`config.mk`:
```
export PLATFORM = sky130hd
export DESIGN_NAME = ctech_lib_sync_deglitch
export DESIGN_NICKNAME = d
export VERILOG_FILES = /design/src/rtl/ctech_lib_sync_deglitch.sv
export SDC_FILE = /design/constraint.sdc
export NUM_CORES = 1
export LEC_CHECK = 0
export CAP_MARGIN = 20
export CORE_AREA = 2 2 39 41
export DETAILED_ROUTE_END_ITERATION = 10
export DIE_AREA = 0 0 41 43
export GPL_TIMING_DRIVEN = 0
export HOLD_SLACK_MARGIN = 0.02
export PLACE_DENSITY = 0.53
export SLEW_MARGIN = 20
export SYNTH_ARGS = -nofsm -noshare
export SYNTH_HDL_FRONTEND = slang
export SYNTH_SLANG_ARGS = --single-unit
```
`constraint.sdc`:
```
create_clock -name clk -period 0.96 [get_ports clk]
set_input_delay 0.144 -clock clk [delete_from_list [all_inputs] [get_ports clk]]
set_output_delay 0.144 -clock clk [all_outputs]
set_load 0.01 [all_outputs]
```
`src/rtl/ctech_lib_sync_deglitch.sv`:
```
// Per-bit deglitch filter with registered level, edge and glitch outputs.
// Sits directly behind the set-type triple synchronizer.
module ctech_lib_sync_deglitch #(
   parameter int unsigned WIDTH         = 1,
   parameter int unsigned FILTER_CYCLES = 3,
   parameter logic        RESET_VAL     = 1'b1
) (
   input  logic             clk,
   input  logic             rst,
   input  logic [WIDTH-1:0] d,
   input  logic             en,
   output logic [WIDTH-1:0] o,
   output logic [WIDTH-1:0] rise,
   output logic [WIDTH-1:0] fall,
   output logic [WIDTH-1:0] glitch
);

   localparam int unsigned CW = $clog2(FILTER_CYCLES + 1);
   localparam logic [CW-1:0] LAST = CW'(FILTER_CYCLES - 1);
   localparam logic [CW-1:0] ONE  = CW'(1);

   if (FILTER_CYCLES < 1 || FILTER_CYCLES > 255) begin : g_bad_filter
      $error("FILTER_CYCLES must be in 1..255");
   end

   typedef enum logic {
      STABLE  = 1'b0,
      QUALIFY = 1'b1
   } state_t;

   state_t           st_q   [WIDTH];
   state_t           st_d   [WIDTH];
   logic [CW-1:0]    cnt_q  [WIDTH];
   logic [CW-1:0]    cnt_d  [WIDTH];
   logic [WIDTH-1:0] o_d;
   logic [WIDTH-1:0] rise_d;
   logic [WIDTH-1:0] fall_d;
   logic [WIDTH-1:0] glitch_d;

   // Next-state and pulse decode for every bit; en=0 holds all state.
   always_comb begin
      o_d      = o;
      rise_d   = '0;
      fall_d   = '0;
      glitch_d = '0;
      for (int i = 0; i < WIDTH; i++) begin
         st_d[i]  = st_q[i];
         cnt_d[i] = cnt_q[i];
         if (en) begin
            unique case (st_q[i])
               STABLE: begin
                  if (d[i] != o[i]) begin
                     if (FILTER_CYCLES == 1) begin
                        o_d[i]    = d[i];
                        rise_d[i] = d[i];
                        fall_d[i] = ~d[i];
                     end else begin
                        st_d[i]  = QUALIFY;
                        cnt_d[i] = ONE;
                     end
                  end
               end
               QUALIFY: begin
                  if (d[i] != o[i]) begin
                     if (cnt_q[i] == LAST) begin
                        o_d[i]    = d[i];
                        rise_d[i] = d[i];
                        fall_d[i] = ~d[i];
                        cnt_d[i]  = '0;
                        st_d[i]   = STABLE;
                     end else begin
                        cnt_d[i] = cnt_q[i] + ONE;
                     end
                  end else begin
                     glitch_d[i] = 1'b1;
                     cnt_d[i]    = '0;
                     st_d[i]     = STABLE;
                  end
               end
               default: begin
                  st_d[i]  = STABLE;
                  cnt_d[i] = '0;
               end
            endcase
         end
      end
   end

   // State, level and pulse registers; reset aborts any pending change.
   always_ff @(posedge clk) begin
      if (rst) begin
         o      <= {WIDTH{RESET_VAL}};
         rise   <= '0;
         fall   <= '0;
         glitch <= '0;
         for (int i = 0; i < WIDTH; i++) begin
            st_q[i]  <= STABLE;
            cnt_q[i] <= '0;
         end
      end else begin
         o      <= o_d;
         rise   <= rise_d;
         fall   <= fall_d;
         glitch <= glitch_d;
         for (int i = 0; i < WIDTH; i++) begin
            st_q[i]  <= st_d[i];
            cnt_q[i] <= cnt_d[i];
         end
      end
   end

endmodule

```
## Word level (Yosys, flattened, before mapping)

Memory sizes are Yosys's and may differ from the RTL's.
Cells that the tools add are included.

| cells by class | value |
|---|---|
| reductions and logical operators | 5 |
| equality and inequality tests | 2 |
| $add $sub $neg | 1 |
| bitwise gates (word level) | 5 |
| multiplexer cells | 18 |

Operator list:

| cell | count |
|---|---|
| 1-bit two-way mux | 11 |
| 2-bit two-way mux | 5 |
| 1-bit NOT | 5 |
| 5-bit OR reduction | 1 |
| 2-bit one-hot mux with 2 select lines | 1 |
| 4-bit AND reduction | 1 |
| 3-bit OR reduction | 1 |
| 2-bit by 1-bit adder with 2-bit output, second input constant | 1 |
| 2-bit == test, second input constant | 1 |
| 1-bit one-hot mux with 2 select lines | 1 |
| 2-bit OR reduction | 1 |
| 1-bit inequality test | 1 |
| 1-bit OR reduction | 1 |

| storage, ports and cells | value |
|---|---|
| flip-flop bits (word level) | 4 |
| bits in writable memories | 3 |
| memories kept | 2 |
| input port bits | 4 |
| output and inout bits | 4 |

Memories:

| memory | depth | width | rd ports | clocked after Yosys merged registers in | write ports | RTL line | source |
|---|---|---|---|---|---|---|---|
| cnt_q | 1 | 2 | 1 | 0 | 1 | 33 | `logic [CW-1:0] cnt_q [WIDTH];` |
| st_q | 1 | 1 | 1 | 0 | 1 | 31 | `state_t st_q [WIDTH];` |

## Logic depth before layout (Yosys ltp)

| logic depth | value |
|---|---|
| depth after elaboration | 6 |
| depth in mapped cells | 3 |
| gate-level depth less buffers | 3 |

## Worst setup path after synthesis

OpenSTA, ideal clock, no wires.

| path | value |
|---|---|
| kind | reg-to-reg |
| start | register o |
| end | memory cnt_q[0][1] in the netlist's numbering |
| slack | -0.159 ns |
| period minus slack after synthesis | 1.119 ns |
| stages on the path, launching flop included | 4 |
| data required time | 0.886 ns |
| data arrival time | 1.045 ns |
| path through | dfxtp_1 -> xor2_1 -> or3b_1 -> a31oi_1 |

| on the way | value |
|---|---|
| longest elaborated chain between the ends | 5 |
| elaborated cells on any way between the ends | 6 |
| classes of those cells | eq/ne (1); mux (5) |

RTL lines:

| item | RTL line | source |
|---|---|---|
| from (decl) | 12 | `output logic [WIDTH-1:0] o,` |
| from (signal assigned) | 92 | `o <= {WIDTH{RESET_VAL}};` |
| 1-bit inequality test (*) | 52, 64 |  |
| 2-bit two-way mux (on tied branches) | n/a |  |
| 2-bit one-hot mux with 2 select lines (*) | 50 | `unique case (st_q[i])` |
| 2-bit two-way mux (*) | 49 | `if (en) begin` |
| 2-bit two-way mux (no line) (*) | n/a |  |
| to (decl) | 33 |  |

Every way passes the cells marked *; elsewhere a longest branch is shown, timed or not.

## Worst setup path after layout

Ends and elaborated chain as after synthesis.

==> flow_summary.yaml <==
clocking:
  cts_max_path_buffers: 2
  cts-root-buf: "clkbuf_4"
  path_clk_slew_ns: 0.05
  clkSinkCount: 7
  htreeDepth: 1
  cts_tree: "done"
  clk_latency_ns: 0.25
  cts_buffers: 3
global_routing:
  grt_usage_pct: 9.960
  grt_util_met2_pct: 12.50
  grt_pass1_vias: 258
  use_met3_pct: 9.424
  grt_first_pass_wirelength_um: 1062
  met1_usage_pct: 10.36
  grt_max_degree: 8
  antenna_found_initial: 0
  busiest_layer: "met2"
  overflow: 0
synthesis:
  async_flop_share_pct: 0
  yosys_warnings: 0
  synth_top_area_share_pct: 47.66
  synthesis.area_um2: 294.0
  syn_inst: 31
  synth_flop_cell: "dfxtp_1"
  synth_fp_nets: 35
  synth_common_cells: "dfxtp_1, inv_1, nand2_1"
  synthTopCellsByArea: "dfxtp_1, nand2b_4, nor3b_2, inv_1, nand2_1"
  synth.most_common_cell: "dfxtp_1"
  synth_area_leader_cell: "dfxtp_1"
  synth_edf_count: 0
  ys_ff_latch: 7
  syn_area_per_cell_um2: 9.485
  ys_types: 19
  ys_seq_area_share_pct: 47.66
sta:
  fin_crit_ns: 1.079
  fin_ws_ns: -0.1195
  slew_violations: 0
  fin_crit_sh_pct: 112.4
  worst_pin_slew_ns: 0.2770
  hold_viol: 0
  rsz0062_at_grt: "true"
  fin_hold_ws_ns: 0.3735
  fmax_mhz: 926.4
  skew_ns: 0.0008215
  slew_headroom_pct: 81.53
  setup_tns_ns: -0.4874
  finalSetupViolCount: 6
run:
  maxCapViolCount: 0
drt:
  firstDrtPassIters: 2
  wirelength_um: 638
  route.detailed.wl_per_inst_um: 10.29
  drc: 0
  drtAntennaViolNets: 0
  drtIter0Drc: 3
  dr_total_vias: 276
  via_per_inst: 4.452
die:
  chipHeight_um: 43
  die_area_um2: 1763
  coreArea_um2: 1384
  start_util_pct: 21.25
  io_pins: 8
  dieWidth_um: 41
  rows: 14
finish:
  area_growth_pct: 55.32
  utilization_pct: 33.00
  diodes: 0
  fin_cells: 62
  final_nets: 51
  drive_gt1_share_pct: 39.13
min_path:
  hold_path_class: "input pin to register"
setup_path:
  cp-start-kind: "register"
  path_class: "register to register"
  cp-end-kind: "register"
  cp.required_ns: 1.13
  cp_max_fo: 3
  crit_arrival_ns: 1.25
pwr:
  leakage_uw: 0.0001753
  p_per_area_nw_per_um2: 1383
  peakVddDrop_mv: 0.6132
  finalPower_uw: 631.5
placed_design:
  hpwlAfterDp_um: 391.9
  io_buffers: 7
  place_inst: 54
  place.gp.congestion: 0.6779
status:
  violations: "negative setup slack"
  status: "complete, but fails checks"
logic make-up after synthesis:
kind of cell | count (synthesis) | synth area share [%]
xor gates and xnor gates | 1 | 2.979
DFF | 7 | 47.66
and+or+nand+nor | 13 | 30.22
buffers and inverters | 3 | 3.830
AOI/OAI and AO/OA | 7 | 15.32
layout by cell type, fill, tap and decap left out, drive strengths merged:
| master | netlist | routed |
|---|---|---|
| inv | 3 | 3 |
| clkbuf | 0 | 7 |
| dlygate4sd2 | 0 | 3 |
| xor2 | 1 | 1 |
| or3 | 1 | 1 |
| buf | 0 | 4 |
| nand2 | 3 | 3 |
| o21ai | 1 | 1 |
| or2b | 1 | 1 |
| nor3b | 1 | 1 |
| or3b | 1 | 1 |
| clkdlybuf4s50 | 0 | 1 |
| nor3 | 2 | 2 |
| o211ai | 1 | 1 |
| dfxtp | 7 | 7 |
| nand4 | 1 | 1 |
| a211oi | 1 | 1 |
| a31oi | 1 | 1 |
| o311ai | 1 | 1 |
| a21oi | 2 | 2 |
| nand2b | 2 | 2 |
| nor2b | 1 | 1 |
through the flow:
step           setup WS [ns]  area [um^2]
4_1_cts              -0.1536        466.7
6_report             -0.1195        456.7
5_1_grt              -0.1786        456.7
3_3_place_gp         -0.5407        397.9
3_5_place_dp         -0.5307        397.9
2_1_floorplan        -0.1021        307.8
power by group:
part | switching, uW | total (uW) | leakage (uW) | internal [uW]
clock network | 109 | 267 | 0.0000150 | 159
logic | 29.8 | 62.7 | 0.000103 | 32.9
registers | 5.91 | 302 | 0.0000574 | 296
area by class of cell:
cell class / count / area, um^2
Fill cell: 154 / 927.1
Multi-Input combinational cell: 21 / 171.4
Sequential cell: 7 / 146.4
Timing Repair Buffer: 11 / 81.33
Clock buffer: 4 / 26.28
Tap cell: 16 / 20.02
Inverter: 3 / 11.26
critical path, stage by stage, from the launching register on:
cell and delay (ns):
dfxtp_4 0.36, xor2_4 0.15, or3b_1 0.35, a31oi_1 0.14
what timing repair did:
| action | in CTS | in global routing |
|---|---|---|
| buffers inserted | 4 | 0 |
| hold buffers | 0 | 0 |
| resized for setup | 13 | 4 |
| setup endpoints to repair | 10 | 9 |
| pin swaps | 1 | 1 |
registers in the layout, indices dropped and copies added (netlist names):
| register | cells |
|---|---|
| glitch | 1 |
| st_q | 1 |
| fall | 1 |
| o | 1 |
| cnt_q | 2 |
| rise | 1 |
metal layers:
layer,up-vias,share of wire (%)
met3,2,12
met4,0,0.94
met2,12,45
met1,122,42
li1,140,-
met5,-,0
worst paths after layout:
path / start / slack, ns / to / cells after the start
max: o$_SDFFE_PP1P_ / -0.12 / cnt_q[0][1]$_SDFFE_PP0P_ / 3
min: d / 0.37 / fall$_SDFF_PP0_ / 2
max reg2reg: o$_SDFFE_PP1P_ / -0.12 / cnt_q[0][1]$_SDFFE_PP0P_ / 3
min reg2reg: st_q[0]$_SDFFE_PP0P_ / 0.50 / cnt_q[0][0]$_SDFFE_PP0P_ / 1
Note: power is estimated with default switching activity, not from simulation.
